File: src/rtl/score_pkg.sv
// score_pkg
//   Shared types and default parameters for the score tracker slice.
//   - score_state_t : two-state scoring FSM (RUN counts, SAT parks at MAX)
//   - DEFAULT_*     : parameter defaults used by score_tracker
package score_pkg;

  typedef enum logic {
    RUN = 1'b0,
    SAT = 1'b1
  } score_state_t;

  localparam int unsigned DEFAULT_WIDTH    = 10;
  localparam int unsigned DEFAULT_STEP     = 1;
  localparam bit          DEFAULT_SATURATE = 1'b1;

endpackage

File: src/rtl/score_tracker_edge_pulse.sv
// edge_pulse
//   Rising-edge detector for a raw level input. The previous level is
//   registered every cycle regardless of what the consumer does with the
//   pulse. As a result, an edge that the consumer ignores is consumed and
//   is not presented again later.
//   Ports:
//     clk_i  : system clock
//     rst_ni : asynchronous active-low reset (previous level forced to 0)
//     in_i   : raw level
//     out_o  : combinational pulse, high when in_i=1 and the registered level is 0
module edge_pulse (
  input  logic clk_i,
  input  logic rst_ni,
  input  logic in_i,
  output logic out_o
);

  logic level_q;

  always_ff @(posedge clk_i or negedge rst_ni) begin
    if (!rst_ni) begin
      level_q <= 1'b0;
    end else begin
      level_q <= in_i;
    end
  end

  // Because level_q resets to 0, a level that is already high when reset
  // is released produces exactly one pulse.
  assign out_o = in_i & ~level_q;

endmodule

File: src/rtl/score_tracker.sv
// score_tracker
//   Counts rising edges of a "point scored" level. Each counted edge adds
//   STEP to the score. On overflow, the score either saturates at MAX or
//   wraps modulo 2^WIDTH. The tracker also keeps a high score that lasts
//   until reset. All outputs are registered.
//   Parameters:
//     WIDTH    : score width, MAX = 2^WIDTH-1
//     STEP     : increment per counted edge (1..MAX)
//     SATURATE : 1 = clamp at MAX, 0 = wrap
//   Ports:
//     clk_i        : system clock
//     rst_ni       : asynchronous active-low reset
//     on_i         : raw scoring level, only 0->1 transitions count
//     screen_i     : title/game-over screen, clears the score (not the high score)
//     pause_i      : while high, scoring edges are dropped
//     score_o      : current score
//     high_score_o : best score since reset
//     new_high_o   : sticky flag, set when this game beats the high score
//     at_max_o     : score parked at MAX (saturating build only)
//     wrapped_o    : one-cycle pulse when the score wraps (wrapping build only)
module score_tracker
  import score_pkg::*;
#(
  parameter int unsigned WIDTH    = DEFAULT_WIDTH,
  parameter int unsigned STEP     = DEFAULT_STEP,
  parameter bit          SATURATE = DEFAULT_SATURATE
) (
  input  logic             clk_i,
  input  logic             rst_ni,
  input  logic             on_i,
  input  logic             screen_i,
  input  logic             pause_i,
  output logic [WIDTH-1:0] score_o,
  output logic [WIDTH-1:0] high_score_o,
  output logic             new_high_o,
  output logic             at_max_o,
  output logic             wrapped_o
);

  localparam logic [WIDTH-1:0] MAX      = '1;
  localparam logic [WIDTH:0]   STEP_EXT = (WIDTH + 1)'(STEP);

  score_state_t     state_q, state_d;
  logic [WIDTH-1:0] score_q, score_d;
  logic [WIDTH-1:0] high_q, high_d;
  logic             new_high_q, new_high_d;
  logic             at_max_q, at_max_d;
  logic             wrapped_q, wrapped_d;

  logic             hit;
  logic             accept;
  logic [WIDTH:0]   sum;
  logic             carry;
  logic [WIDTH-1:0] next_val;

  edge_pulse u_edge (
    .clk_i  (clk_i),
    .rst_ni (rst_ni),
    .in_i   (on_i),
    .out_o  (hit)
  );

  // The sum is one bit wider than the score. Its top bit is therefore
  // exactly the condition sum > MAX.
  assign sum   = {1'b0, score_q} + STEP_EXT;
  assign carry = sum[WIDTH];

  always_comb begin
    next_val = sum[WIDTH-1:0];
    if (SATURATE && carry) begin
      next_val = MAX;
    end
  end

  assign accept = hit & ~pause_i & ~screen_i & (state_q == RUN);

  // Priority order: screen clear, then pause (folded into accept), then scoring.
  always_comb begin
    state_d    = state_q;
    score_d    = score_q;
    high_d     = high_q;
    new_high_d = new_high_q;
    wrapped_d  = 1'b0;

    if (screen_i) begin
      score_d    = '0;
      new_high_d = 1'b0;
      state_d    = RUN;
    end else if (accept) begin
      score_d = next_val;
      if (!SATURATE && carry) begin
        wrapped_d = 1'b1;
      end
      if (SATURATE && (next_val == MAX)) begin
        state_d = SAT;
      end
      // Only a strictly higher score counts as a new high. In wrap mode,
      // the wrapped value is small, so the pre-wrap peak is kept.
      if (next_val > high_q) begin
        high_d     = next_val;
        new_high_d = 1'b1;
      end
    end

    at_max_d = SATURATE && (score_d == MAX);
  end

  always_ff @(posedge clk_i or negedge rst_ni) begin
    if (!rst_ni) begin
      state_q    <= RUN;
      score_q    <= '0;
      high_q     <= '0;
      new_high_q <= 1'b0;
      at_max_q   <= 1'b0;
      wrapped_q  <= 1'b0;
    end else begin
      state_q    <= state_d;
      score_q    <= score_d;
      high_q     <= high_d;
      new_high_q <= new_high_d;
      at_max_q   <= at_max_d;
      wrapped_q  <= wrapped_d;
    end
  end

  assign score_o      = score_q;
  assign high_score_o = high_q;
  assign new_high_o   = new_high_q;
  assign at_max_o     = at_max_q;
  assign wrapped_o    = wrapped_q;

endmodule

File: config.mk
export PLATFORM = sky130hd
export DESIGN_NAME = score_tracker
export DESIGN_NICKNAME = d
export VERILOG_FILES = /design/src/rtl/score_pkg.sv /design/src/rtl/score_tracker_edge_pulse.sv /design/src/rtl/score_tracker.sv
export SDC_FILE = /design/constraint.sdc
export NUM_CORES = 1
export LEC_CHECK = 0
export ABC_AREA = 0
export CAP_MARGIN = 20
export CORE_MARGIN = 4
export CORE_UTILIZATION = 41
export CTS_CLUSTER_DIAMETER = 30
export DETAILED_ROUTE_END_ITERATION = 8
export PLACE_DENSITY = 0.63
export SYNTH_ARGS = -nofsm -noshare
export SYNTH_HDL_FRONTEND = slang
export SYNTH_HIERARCHICAL = 1
export SYNTH_SLANG_ARGS = --single-unit
File: constraint.sdc
create_clock -name clk_i -period 4.3 [get_ports clk_i]
set_input_delay 0.645 -clock clk_i [delete_from_list [all_inputs] [get_ports clk_i]]
set_output_delay 0.645 -clock clk_i [all_outputs]
set_load 0.01 [all_outputs]
==> metrics.cfg <==
[sta]
hold_viol = 0
slew_headroom_pct = 51.98
maxSlewViolCount = 0
min_period_ns = 3.802
setup_tns_ns = 0
setup_slack_ns = 0.4978
fin_crit_sh_pct = 88.42
hold_ws_ns = 0.5344
setup-violations-final = 0
clock_skew_ns = 0.001632
timing.fmax_ghz = 0.2630
worstMarginPinSlew_ns = 0.7171
rsz0062_at_grt = no

[floorplan]
core_mm2 = 0.004115
chipWidth_um = 74.13
dieArea_mm2 = 0.005495
start_util_pct = 43.57
row_count = 23
io-pin-count = 28
die_h_um = 74.13

[place]
portBuffers = 26
gp_congestion = 0.8989
place_hpwl_um = 3097
pre_cts_ws_ns = 0.5467
place_area_mm2 = 0.002028

[yosys]
syn_area_per_cell_um2 = 9.487
yosysTopAreaCellShare_pct = 33.50
synthTopCellsByCount = dfrtp_1 (24), nand2_1 (17), inv_1 (15)
yosysUniqueCellTypes = 61
syn_inst = 189
ys.flop_type = dfrtp_1
yosys.area.top_type = dfrtp_1
ys_warn_count = 6
synth-seq-cells = 24
synth_area_leaders = dfrtp_1 (33%), ha_1 (7.7%), mux2_4 (5.9%)
yosysSeqAreaShare_pct = 33.50
synth-edff-count = 0
syn-cell-area_mm2 = 0.001793
syn_nets = 205
async_flop_share_pct = 100.0
yosysMostFrequentCell = dfrtp_1

[clock_tree]
cts_hold_buf = 0
clock_latency_ns = 0.27
post_cts.repair.setup_buffers = 0
clockBufferDepth = 2
clockRootBuffer = clkbuf_8
clock-sinks = 24
cts_tree = yes
htreeDepth = 1
clkTransAtPathRegs_ns = 0.08
cts_resized = 0
cts_buffers = 3

[worst_setup_path]
crit_path_end_kind = flip-flop
worstPathMaxFanout = 13
cp.required_ns = 4.46
start_kind = flip-flop
crit_type = reg2reg
cp.arrival_ns = 3.96
rrSetupSlack_ns = 0.50

[pwr]
ir_drop_mv = 0.1386
power_per_cell_area_mw_per_mm2 = 219.2
power_frac_comb_pct = 17.6
finalPower_uw = 457.0
p_int_uw = 337.8
seqPwrFrac_pct = 53.0
clkPwrFrac_pct = 29.4
p_leak_uw = 0.0008724
switching_share_pct = 26.08
switchingPower_uw = 119.2

[grt]
antenna_found_initial = 0
grt_pass1_wl_um = 7203
grt_pass1_vias = 1507
overflow = 0
grt_max_degree = 25
track_usage_pct = 16.69

[layout]
final_nets = 225
final_cell_area_mm2 = 0.002085
syn2layout_area_growth_pct = 16.26
n_fill_cell = 400
drive_gt1_share_pct = 14.49
antenna_cells = 0

[hold_path]
hp-class = reg2reg

[route]
vias = 1494
drc = 0
drt_iter0_drc = 100
dr.pass1.iters = 4
via_per_inst = 5.813
wl_per_cell_um = 16.47
ant_nets = 0
wirelength_um = 4233

[run_status]
status = finished, final reports clean

[run]
cap_violations = 0

[final timing paths]
| check | from | endpoint | cells after the start |
|---|---|---|---|
| worst max register to register | score_o[0] | high_score_o[1] | 10 |
| worst max-delay path | score_o[0] | high_score_o[1] | 10 |
| max in group asynchronous | rst_ni | high_score_o[5] | 2 |
| worst min register to register | new_high_o | new_high_o | 2 |
| worst min-delay path | new_high_o | new_high_o | 2 |
| min in group asynchronous | rst_ni | high_score_o[9] | 1 |
[placed cells by master (no fill, tap or decap), types with 2 or more instances in the layout]
cell | synthesis | routed
nor2_1 | 9 | 9
nor2b_1 | 2 | 2
a21o_1 | 2 | 2
nand2_1 | 17 | 17
a211oi_1 | 2 | 2
nand4_1 | 6 | 6
ha_1 | 11 | 11
nand3_2 | 2 | 2
nand3_1 | 5 | 5
o21ai_0 | 7 | 7
mux2_2 | 5 | 5
o31ai_1 | 2 | 2
and3_1 | 2 | 2
inv_1 | 15 | 15
mux2_4 | 7 | 7
nand2b_1 | 3 | 3
and2_1 | 2 | 2
clkbuf_8 | 0 | 3
nor3_1 | 3 | 3
dfrtp_1 | 24 | 24
or3_1 | 2 | 2
o221ai_1 | 2 | 2
clkdlybuf4s50_1 | 0 | 26
o21a_1 | 2 | 2
a211oi_2 | 2 | 2
a21oi_1 | 11 | 11
[area by class of cell]
class                      instances  area, um2  share of cell area [%]
inverter                          15      56.30                   2.701
sequential                        24      600.6                   28.81
clock buffer                       3      41.29                   1.981
timing repair buffer              27      275.3                   13.21
tap                               50      62.56                   3.001
multi-input combinational        138       1049                   50.30
[stage by stage]
stage	utilization, %	std cells
5_1_grt	50.65	257
3_5_place_dp	49.29	253
3_3_place_gp	49.29	253
4_1_cts	50.29	256
6_report	50.65	257
2_1_floorplan	-	189
[cell families after synthesis]
logic type | synth area share [%]
AO/OA/AOI/OAI | 16.47
XOR/XNOR | 0.4886
adder cells (fa/ha/maj) | 7.676
buffers and inverters | 8.024
flip-flops | 33.50
multiplexers | 10.19
other | 0.2092
AND/OR/NAND/NOR | 23.45
[worst max-delay path: stages, from the launching register on]
cell	delay [ns]
dfrtp_1	0.58
ha_1	0.48
nand4_1	0.19
or3_1	0.54
and2_1	0.24
ha_1	0.27
and4_1	0.19
nand3_1	0.08
o221ai_1	0.18
a31o_1	0.53
mux2_2	0.40
[sequential cells by signal (all words and copies together) (netlist names)]
signal	flops
u_edge/level_q	1
state_q	1
new_high_o	1
at_max_o	1
high_score_o	10
score_o	10
[metal layers]
layer | vias to the layer above | routed length, um | global-route usage, %
li1 | 715 | - | -
met1 | 724 | 2047 | 23.44
met2 | 48 | 1919 | 25.98
met3 | 7 | 216 | 3.514
met4 | 0 | 50 | 4.628
met5 | - | 0 | 0
[power by group through the flow]
stage	logic (uW)	clock network [uW]	registers, uW
after floorplan	45.5	0	248
after global placement	77.5	0	246
after detailed placement	79.4	0	247
after CTS	79.8	141	242
after global routing	89.2	151	243
final	80.5	134	242
Power figures use the tool's default switching activity.
